===== config.mk =====
export PLATFORM = sky130hd
export DESIGN_NAME = muldiv_unit_flat
export DESIGN_NICKNAME = d
export VERILOG_FILES = /design/src/rtl/muldiv_pkg.sv /design/src/rtl/muldiv_if.sv /design/src/rtl/muldiv_divstep.sv /design/src/rtl/muldiv_unit.sv /design/src/flat_wrapper.sv
export SDC_FILE = /design/constraint.sdc
export NUM_CORES = 1
export LEC_CHECK = 0
export CELL_PAD_IN_SITES_DETAIL_PLACEMENT = 0
export CELL_PAD_IN_SITES_GLOBAL_PLACEMENT = 1
export CORE_ASPECT_RATIO = 0.75
export CORE_MARGIN = 1
export CORE_UTILIZATION = 32
export CTS_CLUSTER_SIZE = 10
export DETAILED_ROUTE_END_ITERATION = 6
export PLACE_DENSITY = 0.75
export SLEW_MARGIN = 20
export SYNTH_ARGS = -nofsm -noshare
export SYNTH_HDL_FRONTEND = slang
export SYNTH_HIERARCHICAL = 1
export SYNTH_SLANG_ARGS = --single-unit

===== constraint.sdc =====
create_clock -name clk -period 7.05 [get_ports clk]
set_clock_uncertainty 0.1 [all_clocks]
set_input_delay 1.0575 -clock clk [delete_from_list [all_inputs] [get_ports clk]]
set_output_delay 1.0575 -clock clk [all_outputs]
set_load 0.03 [all_outputs]

===== src/rtl/muldiv_pkg.sv =====
// Shared definitions for the iterative multiply/divide unit: op encodings, FSM states, helpers.
// Build option: MULDIV_ACCUM_EN enables the MADD/MADDU/MSUB/MSUBU accumulate ops (4-7).
package muldiv_pkg;

    localparam int DEFAULT_WIDTH = 32;

`ifdef MULDIV_ACCUM_EN
    localparam bit ACCUM_EN = 1'b1;
`else
    localparam bit ACCUM_EN = 1'b0;
`endif

    typedef enum logic [2:0] {
        OP_MULT  = 3'd0,
        OP_MULTU = 3'd1,
        OP_DIV   = 3'd2,
        OP_DIVU  = 3'd3,
        OP_MADD  = 3'd4,
        OP_MADDU = 3'd5,
        OP_MSUB  = 3'd6,
        OP_MSUBU = 3'd7
    } op_e;

    typedef enum logic [1:0] {
        IDLE = 2'd0,
        CALC = 2'd1,
        FIX  = 2'd2,
        DONE = 2'd3
    } state_e;

    function automatic logic op_valid(input logic [2:0] op);
        return !op[2] || ACCUM_EN;
    endfunction

    // Even encodings (MULT, DIV, MADD, MSUB) are the signed flavours.
    function automatic logic op_signed(input logic [2:0] op);
        return !op[0];
    endfunction

    function automatic logic op_div(input logic [2:0] op);
        return (op == OP_DIV) || (op == OP_DIVU);
    endfunction

    function automatic logic op_accum(input logic [2:0] op);
        return op[2];
    endfunction

    function automatic logic op_sub(input logic [2:0] op);
        return (op == OP_MSUB) || (op == OP_MSUBU);
    endfunction

endpackage


===== src/rtl/muldiv_if.sv =====
// Pipeline-to-MDU bundle: launch/cancel/operands toward the unit, status and HI/LO write back.
interface muldiv_if import muldiv_pkg::*; #(parameter int WIDTH = DEFAULT_WIDTH);
    logic             start;
    logic [2:0]       op;
    logic [WIDTH-1:0] a_i;
    logic [WIDTH-1:0] b_i;
    logic [WIDTH-1:0] hi_i;
    logic [WIDTH-1:0] lo_i;
    logic             cancel;
    logic             busy;
    logic             done;
    logic             hilo_we;
    logic [WIDTH-1:0] hi_o;
    logic [WIDTH-1:0] lo_o;

    modport master (output start, op, a_i, b_i, hi_i, lo_i, cancel,
                    input  busy, done, hilo_we, hi_o, lo_o);
    modport slave  (input  start, op, a_i, b_i, hi_i, lo_i, cancel,
                    output busy, done, hilo_we, hi_o, lo_o);
endinterface


===== src/rtl/muldiv_divstep.sv =====
// One restoring-division iteration: shifted partial remainder minus divisor, keep or restore.
module muldiv_divstep #(parameter int WIDTH = 32) (
    input  logic [WIDTH:0]   partial,
    input  logic [WIDTH-1:0] divisor,
    output logic [WIDTH-1:0] rem_next,
    output logic             q_bit
);
    logic [WIDTH+1:0] diff;

    assign diff = {1'b0, partial} - {2'b0, divisor};
    // partial < 2*divisor holds every step, so a non-negative difference always fits WIDTH bits.
    assign q_bit    = ~|diff[WIDTH+1:WIDTH];
    assign rem_next = q_bit ? diff[WIDTH-1:0] : partial[WIDTH-1:0];
endmodule


===== src/rtl/muldiv_unit.sv =====
// Iterative MULT/MULTU/DIV/DIVU unit feeding HI/LO; WIDTH-cycle CALC, one FIX cycle, one DONE cycle.
// Build option: MULDIV_ACCUM_EN adds MADD/MADDU/MSUB/MSUBU accumulating into sampled {hi_i, lo_i}.
module muldiv_unit import muldiv_pkg::*; #(parameter int WIDTH = DEFAULT_WIDTH) (
    input  logic     clk,
    input  logic     rst,
    muldiv_if.slave  bus
);
    localparam int CW = (WIDTH > 1) ? $clog2(WIDTH) : 1;

    state_e             state, state_next;
    op_e                op_q;
    logic [CW-1:0]      count;
    logic [2*WIDTH-1:0] prod;
    logic [WIDTH-1:0]   a_mag, b_mag, a_raw;
    logic               neg_res, neg_rem, div0;
    logic [WIDTH-1:0]   hi_q, lo_q;
`ifdef MULDIV_ACCUM_EN
    logic [2*WIDTH-1:0] acc_q;
`endif

    logic               accept, a_neg, b_neg;
    logic [WIDTH-1:0]   a_in_mag, b_in_mag;

    assign accept   = (state == IDLE) && bus.start && !bus.cancel && op_valid(bus.op);
    assign a_neg    = op_signed(bus.op) && bus.a_i[WIDTH-1];
    assign b_neg    = op_signed(bus.op) && bus.b_i[WIDTH-1];
    assign a_in_mag = a_neg ? -bus.a_i : bus.a_i;
    assign b_in_mag = b_neg ? -bus.b_i : bus.b_i;

    // Shift-add: {upper, lower} holds partial product above the not-yet-consumed multiplier bits.
    logic [WIDTH:0]     upper_sum;
    logic [2*WIDTH-1:0] mul_next, div_next;
    logic [WIDTH-1:0]   rem_next;
    logic               q_bit;

    assign upper_sum = {1'b0, prod[2*WIDTH-1:WIDTH]} + {1'b0, (prod[0] ? a_mag : '0)};
    assign mul_next  = {upper_sum, prod[WIDTH-1:1]};
    assign div_next  = {rem_next, prod[WIDTH-2:0], q_bit};

    muldiv_divstep #(.WIDTH(WIDTH)) u_divstep (
        .partial  ({prod[2*WIDTH-1:WIDTH], prod[WIDTH-1]}),
        .divisor  (b_mag),
        .rem_next (rem_next),
        .q_bit    (q_bit)
    );

    logic [2*WIDTH-1:0] prod_signed, mul_res, fix_res;
    logic [WIDTH-1:0]   quot_fix, rem_fix;

    // NOTE: every always_comb output gets a default first so no path can leave it unassigned (no latch).
    always_comb begin
        prod_signed = neg_res ? -prod : prod;
        mul_res     = prod_signed;
`ifdef MULDIV_ACCUM_EN
        if (op_accum(op_q))
            mul_res = op_sub(op_q) ? acc_q - prod_signed : acc_q + prod_signed;
`endif
        quot_fix = neg_res ? -prod[WIDTH-1:0] : prod[WIDTH-1:0];
        rem_fix  = neg_rem ? -prod[2*WIDTH-1:WIDTH] : prod[2*WIDTH-1:WIDTH];
        if (!op_div(op_q))
            fix_res = mul_res;
        else if (div0)
            fix_res = {a_raw, {WIDTH{1'b1}}};
        else
            fix_res = {rem_fix, quot_fix};
    end

    always_comb begin
        state_next = state;
        unique case (state)
            IDLE: if (accept) state_next = CALC;
            CALC: if (bus.cancel) state_next = IDLE;
                  else if (count == CW'(WIDTH - 1)) state_next = FIX;
            FIX:  state_next = bus.cancel ? IDLE : DONE;
            DONE: state_next = IDLE;
            default: state_next = IDLE;
        endcase
    end

    // NOTE: sequential state uses non-blocking assignments so all registers update from pre-edge values.
    always_ff @(posedge clk) begin
        if (rst) begin
            state <= IDLE;
            hi_q  <= '0;
            lo_q  <= '0;
        end else begin
            state <= state_next;
            if (state == FIX && state_next == DONE)
                {hi_q, lo_q} <= fix_res;
        end
    end

    // NOTE: datapath registers carry no reset; they are always reloaded at accept before being read.
    always_ff @(posedge clk) begin
        if (accept) begin
            op_q    <= op_e'(bus.op);
            count   <= '0;
            a_mag   <= a_in_mag;
            b_mag   <= b_in_mag;
            a_raw   <= bus.a_i;
            neg_res <= a_neg ^ b_neg;
            neg_rem <= a_neg;
            div0    <= (bus.b_i == '0);
            prod    <= op_div(bus.op) ? {{WIDTH{1'b0}}, a_in_mag} : {{WIDTH{1'b0}}, b_in_mag};
`ifdef MULDIV_ACCUM_EN
            acc_q   <= {bus.hi_i, bus.lo_i};
`endif
        end else if (state == CALC) begin
            count <= count + 1'b1;
            prod  <= op_div(op_q) ? div_next : mul_next;
        end
    end

    assign bus.busy    = (state != IDLE);
    assign bus.done    = (state == DONE);
    assign bus.hilo_we = (state == DONE);
    assign bus.hi_o    = hi_q;
    assign bus.lo_o    = lo_q;
endmodule

===== src/flat_wrapper.sv =====
// flat-port wrapper written by rule: the top's interface ports become plain ports
module muldiv_unit_flat import muldiv_pkg::*;
#(parameter int WIDTH = DEFAULT_WIDTH)
  (clk, rst, bus_start, bus_op, bus_a_i, bus_b_i, bus_hi_i, bus_lo_i, bus_cancel, bus_busy, bus_done, bus_hilo_we, bus_hi_o, bus_lo_o);
  muldiv_if #(.WIDTH(WIDTH)) bus_i ();
  input  logic clk;
  input  logic rst;
  input wire logic [$bits(bus_i.start)-1:0] bus_start;
  input wire logic [$bits(bus_i.op)-1:0] bus_op;
  input wire logic [$bits(bus_i.a_i)-1:0] bus_a_i;
  input wire logic [$bits(bus_i.b_i)-1:0] bus_b_i;
  input wire logic [$bits(bus_i.hi_i)-1:0] bus_hi_i;
  input wire logic [$bits(bus_i.lo_i)-1:0] bus_lo_i;
  input wire logic [$bits(bus_i.cancel)-1:0] bus_cancel;
  output wire logic [$bits(bus_i.busy)-1:0] bus_busy;
  output wire logic [$bits(bus_i.done)-1:0] bus_done;
  output wire logic [$bits(bus_i.hilo_we)-1:0] bus_hilo_we;
  output wire logic [$bits(bus_i.hi_o)-1:0] bus_hi_o;
  output wire logic [$bits(bus_i.lo_o)-1:0] bus_lo_o;
  assign bus_i.start = bus_start;
  assign bus_i.op = bus_op;
  assign bus_i.a_i = bus_a_i;
  assign bus_i.b_i = bus_b_i;
  assign bus_i.hi_i = bus_hi_i;
  assign bus_i.lo_i = bus_lo_i;
  assign bus_i.cancel = bus_cancel;
  assign bus_busy = bus_i.busy;
  assign bus_done = bus_i.done;
  assign bus_hilo_we = bus_i.hilo_we;
  assign bus_hi_o = bus_i.hi_o;
  assign bus_lo_o = bus_i.lo_o;
  muldiv_unit #(.WIDTH(WIDTH)) u_core (.clk(clk), .rst(rst), .bus(bus_i));
endmodule

; ---- Word level (Yosys, flattened, before mapping)
; Index checks and enable logic that the tools add are counted.
[word_totals]
elab_cells = 65
in_bits = 135
output_inout_bits = 67
regBits = 237
[op_classes]
reduce_logical = 17
n_bitwise = 1
n_eq_ne = 9
muxes = 18
addsub = 8
[op_table]
columns = op, count
row1 = $mux 64, 6
row2 = $mux 32, 7
row3 = $neg 32->32, 4
row4 = $neg 64->64, 1
row5 = $sub 33x32->34, 1
row6 = $add 32x32->33, 1
row7 = $logic_not 32->1, 1
row8 = $eq 3x2->1 const B, 4
row9 = $mux 2, 4
row10 = $pmux 2 s4, 1
row11 = $eq 2x2->1 const B, 3
row12 = $logic_and 1x1->1, 6
row13 = $add 5x1->5 const B, 1
row14 = $eq 5x5->1 const B, 1
row15 = $logic_not 1->1, 4
row16 = $reduce_bool 2->1, 2
row17 = $eq 2x1->1 const B, 1
row18 = $logic_not 2->1, 1
row19 = $logic_or 1x1->1, 2
row20 = $reduce_or 2->1, 1
row21 = $xor 1x1->1, 1

; ---- Longest topological paths before layout
; Gate-level depths: netlist of run 1.
[logic_depth]
word_depth = 8
ltp_mapped = 15
mapped_depth_nobuf = 14

; ---- Hierarchy
; Netlist of run 1, hierarchy kept.
[modules_own_cells]
columns = module, cells_per_inst, instances, area_per_inst_um2, seq_area_each_um2
row1 = muldiv_unit, 1562, 1, 14523.9, 6346.1
row2 = muldiv_divstep, 343, 1, 2541.2, 0.0

; ---- Worst setup path before layout of run 1
; Ideal clock, no wire load.
[synth_timing]
path_kind = input to register
from = input bus_op[2]
to = register u_core.a_mag[0], enable pin
t_arrival_ns = 5.021
slack_ns = 1.425
stages = 6
path_cell_list = nor4_1 -> nand2_1 -> inv_1 -> clkbuf_1 -> clkbuf_1 -> clkbuf_1
[synth_via]
elab_chain_len = 2
[synth_lines]
columns = item, line
row1 = "start, declared", flat_wrapper.sv:9  ; input wire logic [$bits(bus_i.op)-1:0] bus_op;
row2 = $logic_not 1->1, muldiv_pkg.sv:32  ; return !op[2] || ACCUM_EN;
row3 = $logic_and 1x1->1, muldiv_unit.sv:24  ; assign accept = (state == IDLE) && bus.start && !bus.cancel && op_valid(bus.op);
row4 = net u_core.accept, muldiv_unit.sv:21  ; logic accept, a_neg, b_neg;
row5 = "end signal, assigned", muldiv_unit.sv:98  ; a_mag <= a_in_mag;
row6 = "end, declared", muldiv_unit.sv:14  ; logic [WIDTH-1:0] a_mag, b_mag, a_raw;
; The timed path passes the listed nets, and every way through them passes these cells.
; A chain may end at the register's enable or synchronous reset.

; ---- Worst setup path in the final report of run 1
[layout_timing]
from = register u_core.prod[31]
to = register u_core.prod[33] (data pin)
[layout_via]
elab_chain_len = 6
[layout_lines]
columns = item, line
row1 = "start, declared", muldiv_unit.sv:13  ; logic [2*WIDTH-1:0] prod;
row2 = "start signal, assigned", muldiv_unit.sv:104  ; prod <= op_div(bus.op) ? {{WIDTH{1'b0}}, a_in_mag} : {{WIDTH{1'b0}}, b_in_mag};
row3 = "start signal, assigned", muldiv_unit.sv:110  ; prod <= op_div(op_q) ? div_next : mul_next;
row4 = $sub 33x32->34 (*), muldiv_divstep.sv:10  ; assign diff = {1'b0, partial} - {2'b0, divisor};
row5 = $reduce_or 2->1, muldiv_divstep.sv:12  ; assign q_bit = ~|diff[WIDTH+1:WIDTH];
row6 = $mux 32 (*), muldiv_divstep.sv:13  ; assign rem_next = q_bit ? diff[WIDTH-1:0] : partial[WIDTH-1:0];
row7 = net u_core.rem_next[1], muldiv_unit.sv:33  ; logic [WIDTH-1:0] rem_next;
row8 = $mux 64 (*), muldiv_unit.sv:110
row9 = $mux 64 (*), muldiv_unit.sv:108  ; end else if (state == CALC) begin
row10 = $mux 64 (*), muldiv_unit.sv:95  ; if (accept) begin
; Mark *: on every way through the listed nets, which the timed path passes. The rest lies on a longest branch. The select of a mux whose other input is x is not followed.

==> summary.txt, run 1 <==
Root cell of the clock tree - clkbuf_16
Count leader, synth - nor2_1
Flop2flop setup slack - 2.67 ns
Routed Antenna Nets - 0
Required arrival time at the worst endpoint - 7.23 ns
Initial core utilization - 32.8%
Global Route Usage Sum - 21.9%
Core Util, Final - 38.2%
Sequential area share after synthesis - 37.2%
I/O pins - 202
Post-synth EDFFs - 164
Worst-skew pair later-pin latency - 0.57 ns
Initial antenna violation count - 0
Die Ht - 202 um
WL final - 60.8 mm
R2R Path End - u_core/prod[33]
Final Hold Fails - 0
Net Count, Synth - 2112
Slew Viols, Final - 0
Post-synth top cells - 183 x nor2_1, 173 x nand2_1, 164 x edfxtp_1, 138 x a21oi_1, 112 x o21ai_0
Status - completed
Worst R2R Path Depth - 16
Placed inst area - 19100 um^2
YS warnings - 6
Worst vdd ir - 0.138 mV
Fillers - 5338
Die footprint - 54300 um^2
Post-synthesis cell count - 1905
Leakage - 7.23 nW
Largest net degree at the start of global routing - 96
Setup Fix Bufs, Post-CTS - 0
CTS Hold Bufs - 0
RSZ-0062 raised after global routing - false
Arr. time, crit path - 4.56 ns
Fin area - 19900 um^2
Critical path fanouts, max - 33
Core ar. - 52100 um^2
Worst hold start - u_core/bus.hi_o[12]
Number of global-route vias before repair - 14400
Library cells used by synthesis - 90
Worst R2R Start - u_core/prod[31]
Growth of design area from synthesis to finish - 16.6%
Async SR Flop Fraction - 0%
Layout cells sized above 1 - 6.71%
Worst-margin pin slew - 1.16 ns
Post-placement setup slack - 2.36 ns
Gpl congestion - 0.934
Largest cells by area after synthesis - edfxtp_1 29%, dfxtp_1 8.3%, xor2_1 5.2%, ha_1 5.1%, xnor2_1 4.4%
Vias per cell - 5.64
# rows - 72
F_max - 228 MHz
Worst setup SP type - register
CP Capture Type - register
Power density cells - 191 nW/um^2
Hold Path End - u_core/bus.hi_o[12]
Primary FF master, synth - edfxtp_1
Cells resized by post-CTS repair - 0
First drt pass iteration count - 5
CP Class - register to register
Avg Cell Area, Syn - 8.96 um^2
Setup-failing EPs final - 0
Vias - 15300
IO buf count - 137
Hold Path Class - register to register
Critical Path Source - u_core/prod[31]
WHS Path Cells - 2
Dpl hpwl - 46.7 mm
H-tree levels - 1
Final min period - 4.38 ns
Period utilization - 62.1%
Total CTS buffers - 27
DR DRC count - 0
Routed wire length per instance - 22.4 um
Setup slack after layout - 2.67 ns
Antenna diode count - 0
First-pass GRT wire length - 90.5 mm
Final-stage net count - 2199
Post-synthesis cell area - 17100 um^2
Cell type with the largest total area after synthesis - edfxtp_1
Setup TNS - 0 ns
Max-Cap Viols - 0
CTS sink count - 235
Number of DRC markers in iteration 0 - 1822
Remaining global-route overflow - 0
Die Width - 269 um
Slew headroom - 22.7%
Worst-path clk slew - 0.06 ns
Synth top area share - 28.9%
CTS max path bufs - 3
Number of synthesized register bits - 235
TritonCTS clock tree - done
-- where the power goes --
group,switching [mW],internal (mW)
clock network,0.596,0.726
logic,0.481,0.362
registers,0.0830,1.55
-- cell type report --
| type | count | area (um^2) | area share (%) |
|---|---|---|---|
| inverters | 65 | 246 | 1.24 |
| multi-input cells | 1502 | 10100 | 50.5 |
| clock buffers | 48 | 764 | 3.84 |
| well taps | 703 | 880 | 4.42 |
| flip-flops and latches | 235 | 6350 | 31.9 |
| repair buffers | 161 | 1590 | 8.00 |
| clock inverters | 1 | 8.76 | 0.0440 |
-- layout by cell type (no fill, tap or decap), types with 29 or more instances in the layout --
master,count
nor2_1,182
nand2_1,173
edfxtp_1,164
a21oi_1,138
clkdlybuf4s50_1,136
o21ai_0,112
xor2_1,101
xnor2_1,86
dfxtp_1,71
ha_1,70
inv_1,63
a211oi_1,52
nor3_1,51
and2_1,45
o31ai_1,32
mux2i_1,29
-- routing by layer --
layer | up-vias | wire length, um | track usage [%]
met3 | 59 | 5690 | 4.71
met2 | 645 | 25100 | 31.5
met1 | 7411 | 29200 | 33.7
met4 | 0 | 812 | 2.58
li1 | 7197 | - | -
met5 | - | 0 | 0
-- per-stage QoR --
| stage | total power, mW | hold slack, ns | cells |
|---|---|---|---|
| floorplan | 2.22 | 0.367 | 1905 |
| global placement | 2.48 | 0.331 | 2665 |
| detailed placement | 2.49 | 0.335 | 2665 |
| CTS | 3.80 | 0.343 | 2714 |
| global route | 3.95 | 0.373 | 2715 |
| finish | 3.80 | 0.343 | 2715 |
-- registers in the layout, indices dropped and copies added, names as in the netlist --
signal / cells
u_core/prod: 64
u_core/a_mag: 32
u_core/b_mag: 32
u_core/bus.hi_o: 32
u_core/bus.lo_o: 32
u_core/a_raw: 31
u_core/count: 5
u_core/op_q: 2
u_core/state: 2
u_core/div0: 1
u_core/neg_rem: 1
u_core/neg_res: 1
-- how the worst max path moves through the flow --
stage                           end  cells after the start
floorplan           u_core/a_mag[0]                      6
global placement    u_core/prod[61]                      7
detailed placement  u_core/prod[62]                      7
CTS                 u_core/prod[63]                     16
global route        u_core/prod[63]                     16
finish              u_core/prod[33]                     16
-- worst max-delay path, cell delays in order, from the launching register on --
cell,delay (ns)
edfxtp_1,0.37
buf_4,0.21
inv_1,0.11
ha_1,0.18
inv_1,0.06
fa_1,0.42
a211oi_1,0.37
o21ai_1,0.24
nand3_4,0.18
a21oi_2,0.10
o21ai_1,0.30
a31oi_4,0.15
mux2i_4,0.17
buf_4,0.51
mux2_2,0.41
nor2_1,0.11
a211oi_1,0.06
-- logic make-up after synthesis --
logic type / after synthesis / share of synthesized area (%)
adders and majority gates: 72 / 5.37
DFF: 235 / 37.2
xor gates and xnor gates: 187 / 9.60
muxes: 67 / 4.89
AOI/OAI and AO/OA: 539 / 20.8
and+or+nand+nor: 637 / 18.2
buffers and inverters: 168 / 4.00
(Power assumes the default switching activity.)
==> run 2: changes to the inputs <==
Clock period 7.05 ns to 4.2 ns, I/O delays scaled along.
==> run 2 against run 1 <==
Effect of this change: the flow now finishes with violations (DRC); largest cell class unchanged; final area increased by 2.9%; largest power group unchanged; sequential share of layout area is 0.91 points lower; combinational power is 83% higher; hold slack worse by 0.066 ns; count of clock-buffer cells in the layout unchanged; global-route usage grew 0.64 points; flip-flop and latch count stayed put.
==> summary.txt, run 2 (same netlist as run 1, synthesis figures left out) <==
Vias - 15700
Largest net degree at the start of global routing - 65
Largest stage delay, worst path - 0.74 ns
Critical path fanouts, max - 4
Critical path cell sequence - clkdlybuf4s50_1 > or4_1 > or4b_1 > nor3b_1 > buf_4 > nand2_1 > nor3_1 > o21a_1 > o32ai_1 > a21oi_1
CTS Hold Bufs - 0
Status - finished, violations left
F_max - 257 MHz
Setup-failing EPs final - 0
CP Capture Type - register
Number of global-route vias before repair - 14800
Dpl hpwl - 48.3 mm
Worst hold margin - 0.278 ns
H-tree levels - 1
Setup Fix Bufs, Post-CTS - 0
Cells resized by post-CTS repair - 0
Initial antenna violation count - 0
Cell Int Power - 4.58 mW
Die Width - 269 um
Required arrival time at the worst endpoint - 4.39 ns
Final min period - 3.90 ns
Worst-path clk slew - 0.06 ns
Clock power share - 35.6%
Commonest non-fill, non-tap cell in the layout - nor2_1
Max reg flops - 64
CTS max path bufs - 3
Failing checks - DRC
Routed Antenna Nets - 0
Die Ht - 202 um
TritonCTS clock tree - done
CP max-delay cell - or4_1
Core ar. - 52100 um^2
CP Class - input port to register
CP Buf/Inv Count - 2
First drt pass iteration count - 7
Core Util, Final - 39.3%
Routed wire length per instance - 22.3 um
CTS sink count - 235
RSZ-0062 raised after global routing - false
Period utilization - 92.8%
Top Family by Delay on Critical Path - simple AND/OR/NAND/NOR gates
Worst-margin pin slew - 1.03 ns
Initial core utilization - 32.8%
Sw Ratio - 30.3%
First-pass GRT wire length - 92.8 mm
Worst setup SP type - input port
Leakage - 7.60 nW
Worst vdd ir - 0.253 mV
Power density cells - 321 nW/um^2
Reg power frac - 41.0%
P_sw - 1.99 mW
Slew headroom - 30.8%
Arr. time, crit path - 4.08 ns
Slew Viols, Final - 0
Root cell of the clock tree - clkbuf_16
I/O pins - 202
Gpl congestion - 0.942
Number of DRC markers in iteration 0 - 1666
Die footprint - 54300 um^2
WL final - 62.0 mm
Worst-skew pair later-pin latency - 0.57 ns
Combinational share of power - 23.4%
Final-stage net count - 2270
IO buf count - 137
Hold Path Class - input port to register
Global Route Usage Sum - 22.5%
Max-Cap Viols - 0
Layout cells sized above 1 - 10.0%
Most frequent cells in the layout - 183 x nor2_1, 173 x nand2_1, 164 x edfxtp_1, 138 x a21oi_1, 136 x clkdlybuf4s50_1
# rows - 72
Top reg by flops - u_core/prod
DR DRC count - 1
Remaining global-route overflow - 0
Fillers - 5263
Growth of design area from synthesis to finish - 20.0%
Vias per cell - 5.62
Final Hold Fails - 0
Total CTS buffers - 28
==> run 2: changes by cell type in the layout (fill, tap and decap cells not counted), sizes merged <==
cell / previous run / this run
buf: 25 / 95
clkinv: 1 / 3
diode: 0 / 1
inv: 65 / 64
==> run 2: power groups by stage <==
| stage | Sequential, mW | Clock, mW | Combinational [mW] |
|---|---|---|---|
| floorplan | 2.72 | 0 | 1.01 |
| global placement | 2.74 | 0 | 1.49 |
| detailed placement | 2.74 | 0 | 1.51 |
| CTS | 2.69 | 2.39 | 1.52 |
| global route | 2.70 | 2.47 | 1.66 |
| finish | 2.69 | 2.34 | 1.54 |
==> run 2: final cells by class <==
| cell class | count | area [um^2] | area share (%) |
|---|---|---|---|
| Multi-Input combinational cell | 1502 | 10100 | 49.1 |
| Sequential cell | 235 | 6350 | 31.0 |
| Timing Repair Buffer | 231 | 2110 | 10.3 |
| Tap cell | 703 | 880 | 4.30 |
| Clock buffer | 48 | 827 | 4.04 |
| Inverter | 65 | 246 | 1.20 |
| Clock inverter | 2 | 10.0 | 0.0489 |
| Antenna cell | 1 | 2.50 | 0.0122 |
==> run 2: worst paths after layout <==
kind	startpoint	endpoint	slack, ns	cells past startpoint
setup / recovery	bus_a_i[12]	u_core/prod[31]	0.30	10
hold / removal	rst	u_core/bus.hi_o[14]	0.28	2
setup reg to reg	u_core/prod[31]	u_core/prod[33]	0.31	15
hold reg to reg	u_core/bus.hi_o[12]	u_core/bus.hi_o[12]	0.34	2
==> run 2: metrics by stage <==
step	cell area [um^2]	power, mW	cells	setup slack [ns]	TNS [ns]
6_report	20500	6.57	2787	0.303	0
5_1_grt	20500	6.83	2786	0.131	0
4_1_cts	20500	6.60	2786	0.344	0
3_5_place_dp	19600	4.25	2736	-0.165	-0.165
3_3_place_gp	19600	4.23	2736	-0.212	-0.212
2_1_floorplan	17100	3.73	1905	0.587	0
==> run 2: layer usage <==
| metal | part of all wire, % | vias to the layer above | track usage (%) | wire [um] |
|---|---|---|---|---|
| met5 | 0 | - | 0 | 0 |
| met4 | 2.0 | 0 | 4.67 | 1250 |
| met3 | 9.5 | 68 | 5.12 | 5880 |
| met2 | 41 | 681 | 31.7 | 25400 |
| met1 | 48 | 7551 | 34.4 | 29500 |
| li1 | - | 7359 | - | - |
